`config.mk`:
```
export PLATFORM = sky130hd
export DESIGN_NAME = sm_seq_multiplier
export DESIGN_NICKNAME = d
export VERILOG_FILES = /design/src/rtl/sm_seq_multiplier.sv
export SDC_FILE = /design/constraint.sdc
export NUM_CORES = 1
export LEC_CHECK = 0
export BUFFER_PORTS_ARGS = -buffer_cell sky130_fd_sc_hd__buf_2
export CORE_UTILIZATION = 35
export DETAILED_ROUTE_END_ITERATION = 8
export GPL_TIMING_DRIVEN = 0
export MAX_ROUTING_LAYER = met4
export PLACE_DENSITY_LB_ADDON = 0.12
export SLEW_MARGIN = 30
export SYNTH_ARGS = -nofsm -noshare
export SYNTH_HDL_FRONTEND = slang
export SYNTH_SLANG_ARGS = --single-unit
```
`constraint.sdc`:
```
create_clock -name clk -period 3.2 [get_ports clk]
set_clock_uncertainty 0.05 [all_clocks]
set_input_delay 0.48 -clock clk [delete_from_list [all_inputs] [get_ports clk]]
set_output_delay 0.48 -clock clk [all_outputs]
set_load 0.05 [all_outputs]
```
`src/rtl/sm_seq_multiplier.sv`:
```
// Sequential shift-add multiplier for signed-magnitude operands.
// One partial product is added per RUN cycle; the signed-magnitude result
// (sign in MSB, never -0) is registered on the RUN->DONE transition, so it is
// valid while done is high and holds until the next result or reset.
module sm_seq_multiplier #(
  parameter int MAG_W = 2
) (
  input  logic             clk,
  input  logic             rst,
  input  logic             start,
  input  logic [MAG_W:0]   multiplicand,
  input  logic [MAG_W:0]   multiplier,
  output logic [2*MAG_W:0] product,
  output logic             busy,
  output logic             done,
  output logic             zero
);

  localparam int CW = (MAG_W > 1) ? $clog2(MAG_W) : 1;

  typedef enum logic [1:0] {IDLE, RUN, DONE} state_t;

  // operands captured at start; a is pre-widened so it can be shifted in place
  typedef struct packed {
    logic                 sign;
    logic [2*MAG_W-1:0]   a;
    logic [MAG_W-1:0]     b;
  } op_t;

  state_t             state, state_nxt;
  op_t                op;
  logic [2*MAG_W-1:0] acc, acc_nxt;
  logic [CW-1:0]      count;
  logic               load, step, last;

  assign last    = (count == CW'(MAG_W - 1));
  assign acc_nxt = acc + (op.b[count] ? (op.a << count) : '0);

  // state register
  always_ff @(posedge clk) begin
    if (rst) state <= IDLE;
    else     state <= state_nxt;
  end

  // next-state, datapath controls and status outputs
  always_comb begin
    state_nxt = state;
    load      = 1'b0;
    step      = 1'b0;
    busy      = 1'b0;
    done      = 1'b0;
    case (state)
      IDLE: begin
        if (start) begin
          load      = 1'b1;
          state_nxt = RUN;
        end
      end
      RUN: begin
        busy = 1'b1;
        step = 1'b1;
        if (last) state_nxt = DONE;
      end
      DONE: begin
        busy      = 1'b1;
        done      = 1'b1;
        state_nxt = IDLE;
      end
      default: state_nxt = IDLE;
    endcase
  end

  // operand capture, shift-add accumulation and result register
  always_ff @(posedge clk) begin
    if (rst) begin
      op      <= '0;
      acc     <= '0;
      count   <= '0;
      product <= '0;
      zero    <= 1'b0;
    end else begin
      if (load) begin
        op.sign <= multiplicand[MAG_W] ^ multiplier[MAG_W];
        op.a    <= {{MAG_W{1'b0}}, multiplicand[MAG_W-1:0]};
        op.b    <= multiplier[MAG_W-1:0];
        acc     <= '0;
        count   <= '0;
      end
      if (step) begin
        acc   <= acc_nxt;
        count <= count + CW'(1);
        if (last) begin
          // zero magnitude always reported as +0
          product <= {op.sign & (acc_nxt != '0), acc_nxt};
          zero    <= (acc_nxt == '0);
        end
      end
    end
  end

endmodule

```
Word level (Yosys, flattened, before mapping). Cells that the tools add are included.

Register bits after elaboration: 18. Bits of input ports: 9. Output and inout port bits: 8. Word-level logic and storage cells: 40.

Equality and inequality tests: 4. Add/subtract/negate cells: 2. Bitwise gates (word level): 2. Magnitude comparators: 1. Shifts and indexed selects: 1. Reduce and logical (&&, ||, !) cells: 7. Multiplexer cells: 15.

Operator list (number): 2-to-1 mux 4 bit (3); 2-to-1 mux 1 bit (9); adder 4 bit (1); logical NOT 4 bit (1); 2-to-1 mux 2 bit (2); inequality test 2 bit, second input constant (2); case mux 2 bit (2 select lines) (1); AND reduction 2 bit (2); nonzero test 4 bit (1); << shifter 2 x 1 -> 4 bit (1); equality test 2 x 1 -> 1 bit, second input constant (1); equality test 2 bit, second input constant (1); logical NOT 2 bit (1); < comparator 1 x 2 -> 1 bit, second input constant (1); nonzero test 2 bit (1); OR reduction 2 bit (1); adder 1 bit, second input constant (1); AND 1 bit (1); bitwise XOR 1 bit (1).

Depth between registers and ports, before layout.
Depth after elaboration: 6. Depth in mapped cells: 7. Gate-level depth less buffers: 6.

Worst setup path after synthesis. No wires, ideal clock.

Path type: register to register. Start: register count. End: register zero. Stages on the path, launching flop included: 8. Setup slack: 1.163 ns. Setup time: 0.060 ns. Clock period less this slack: 2.037 ns. Data arrival time: 1.927 ns. Path buffers: 1. Data required time: 3.090 ns. Cell sequence: dfxtp_1 > buf_2 > and3b_1 > ha_1 > fa_1 > xor2_1 > nor4_2 > o221a_1.

Word-level cells in the longest chain between the ends: 5. Elaborated cells between the ends (all ways): 7. Those cells by class: 1 x add/sub; 1 x shift; 3 x mux; 2 x reduce/logical.

Ends and longest elaborated chain: from (decl) (RTL line 33) `logic [CW-1:0] count;`; from (signal assigned) (RTL line 91) `count <= count + CW'(1);`; 2-to-1 mux 1 bit (implied by the code) (2 in series) (RTL line 37) `assign acc_nxt = acc + (op.b[count] ? (op.a << count) : '0);`; 2-to-1 mux 4 bit (RTL line 37); adder 4 bit (RTL line 37); logical NOT 4 bit (RTL line 95) `zero <= (acc_nxt == '0);`; to (signal assigned) (RTL line 95); to (decl) (RTL line 16) `output logic zero`.

Several ways; a longest one is shown, not always the timed one. The select of a mux whose other input is x is not followed. A chain may end at the register's enable or synchronous reset.

Worst setup path after layout. Same ends and word-level chain as after synthesis.

==> results.sh <==
export IMPL_row_count=18
export IMPL_power_density_mw_per_mm2=489
export IMPL_synthFlopType="dfxtp_1"
export IMPL_grt_usage=0.166
export IMPL_crit_path_end_kind="register"
export IMPL_post_cts_setup_buffer_count=0
export IMPL_async_flop_share=0
export IMPL_grt_pass1_wl_um=3310
export IMPL_worst_ep_arrival_time_ns=2.47
export IMPL_num_antenna_cells=0
export IMPL_synth_top_cell_area_share=0.385
export IMPL_h_tree_depth=1
export IMPL_final_setup_worst_slack_ns=0.923
export IMPL_synth_cell_types=31
export IMPL_hold_path_class="in2reg"
export IMPL_use_met3=0.0367
export IMPL_grtUsageMet1=0.217
export IMPL_critPathMaxFanout=10
export IMPL_cap_violations=0
export IMPL_maxSlewHeadroom=0.690
export IMPL_drt_iter0_drc=21
export IMPL_clkLatencyLatePin_ns=0.29
export IMPL_finalSetupViolCount=0
export IMPL_coreArea_mm2=0.00250
export IMPL_worstPathRequired_ns=3.39
export IMPL_clock_path_buffers=2
export IMPL_first_pass_iters=4
export IMPL_portBuffers=15
export IMPL_area_delta_synth_final_pct=14.4
export IMPL_place_congestion=0.754
export IMPL_globalRouteOverflowTotal=0
export IMPL_cts_resized=0
export IMPL_grt_setup_unrepaired="false"
export IMPL_fp_dieArea_mm2=0.00288
export IMPL_synth_edf_count=0
export IMPL_grtUsageMet2=0.245
export IMPL_slew_violations=0
export IMPL_fin_nets=142
export IMPL_ant_nets=0
export IMPL_top_usage_layer="met2"
export IMPL_hold_violations=0
export IMPL_syn_area_um2=936
export IMPL_fin_area_mm2=0.00107
export IMPL_wl_um=1880
export IMPL_grt_max_degree=11
export IMPL_wire_per_inst_um=12.3
export IMPL_start_util=0.374
export IMPL_yosys_warnings=0
export IMPL_dp_slack_ns=0.937
export IMPL_via_count=817
export IMPL_crit_type="reg2reg"
export IMPL_tns_ns=0
export IMPL_path_clk_slew_ns=0.10
export IMPL_grt_antenna_before_repair=0
export IMPL_p_leak_nw=0.461
export IMPL_post_route_period_util=0.712
export IMPL_worstMarginPinSlew_ns=0.465
export IMPL_numCtsBuffers=3
export IMPL_drc=0
export IMPL_cts_tree="built"
export IMPL_die_w_um=53.7
export IMPL_min_period_ns=2.28
export IMPL_io_pins=17
export IMPL_post_synth_top_count_cell="dfxtp_1"
export IMPL_place_hpwl_um=1450
export IMPL_status="completed"
export IMPL_yosysTopAreaCell="dfxtp_1"
export IMPL_dpl_cell_area_mm2=0.00105
export IMPL_synth_seq_cells=18
export IMPL_cts_sinks=18
export IMPL_synth_area_leaders="dfxtp_1 (39%), ha_1 (9.4%), a21oi_1 (7.0%)"
export IMPL_die_h_um=53.7
export IMPL_ys_seq_area_frac=0.385
export IMPL_synth_commonest_cells="dfxtp_1 (18), nand2_1 (17), a21oi_1 (13)"
export IMPL_irDropWorstVdd_mv=0.267
export IMPL_hold_slack_ns=0.368
export IMPL_fillers=263
export IMPL_start_kind="register"
export IMPL_cts_root_buffer="clkbuf_4"
export IMPL_netlist_instances=105
export IMPL_ctsHoldBuffers=0
export IMPL_drive_gt1_frac=0.220
export IMPL_syn_nets=122
export IMPL_finish_utilization=0.428
export IMPL_syn_avg_cell_area_um2=8.91
export IMPL_viasPerCell=5.34
export IMPL_fmax_ghz=0.439
export IMPL_grt_pass1_vias=726
-- layout by cell type, fill, tap and decap left out --
cell and n:
buf_2 19, dfxtp_1 18, nand2_1 17, a21oi_1 13
nand3_1 8, ha_1 7, inv_1 4, nor2_1 4
o21ai_0 3, clkbuf_4 3, nand2b_1 2, a211oi_1 2
and3_1 2, a21boi_0 2, nand3b_1 2, and3b_1 1
xor2_1 1, buf_1 1, and2_1 1, a21o_1 1
a211oi_4 1, o21ba_4 1, o41ai_2 1, nor3_1 1
nor4_2 1, o221ai_1 1, o22ai_1 1, o21bai_1 1
o221a_1 1, xnor2_1 1, o32ai_2 1, fa_1 1
-- flip-flops by register name, indices dropped and copies added, names as in the netlist --
name,flops
product,5
zero,1
op,5
count,1
state,2
acc,4
-- metrics by stage --
step	total power [mW]	instances
2_1_floorplan	0.380	105
3_3_place_gp	0.413	150
3_5_place_dp	0.417	150
4_1_cts	0.532	153
5_1_grt	0.563	153
6_report	0.524	153
-- critical path, stage by stage, from the launching register on --
cell,delay (ns)
dfxtp_1,0.39
buf_2,0.23
and3b_1,0.20
ha_1,0.23
fa_1,0.38
xor2_1,0.21
nor4_2,0.31
o221a_1,0.23
-- path summary, 6_finish.rpt --
path | from | endpoint | slack (ns) | depth (start not counted)
max | count | zero | 0.92 | 7
min | multiplier[0] | op[0] | 0.37 | 3
max reg2reg | count | zero | 0.92 | 7
min reg2reg | product[0] | product[0] | 0.41 | 2
-- per-layer routing --
layer,vias to the layer above,routed length [um]
li1,407,-
met1,376,900
met2,30,851
met3,4,97
met4,0,27
met5,-,0
-- final cells by class --
cell class                      count  area, um^2  area share
Timing Repair Buffer               15        75.1      0.0701
Inverter                            4        15.0      0.0140
Tap cell                           30        37.5      0.0350
Sequential cell                    18         360       0.336
Multi-Input combinational cell     78         537       0.501
Clock buffer                        3        22.5      0.0210
Buffer                              5        23.8      0.0222
-- power breakdown --
part | switching [mW] | total [mW] | internal, mW
Clock | 0.0689 | 0.113 | 0.0438
Sequential | 0.0122 | 0.254 | 0.242
Combinational | 0.107 | 0.157 | 0.0494
-- cells by family after synthesis --
group,Yosys count,synth area share
AND/OR/NAND/NOR,39,0.205
buffers and inverters,9,0.0414
adder cells (fa/ha/maj),8,0.115
AO/OA/AOI/OAI,29,0.235
XOR/XNOR,2,0.0187
flip-flops,18,0.385
Note: power is estimated with default switching activity, not from simulation.
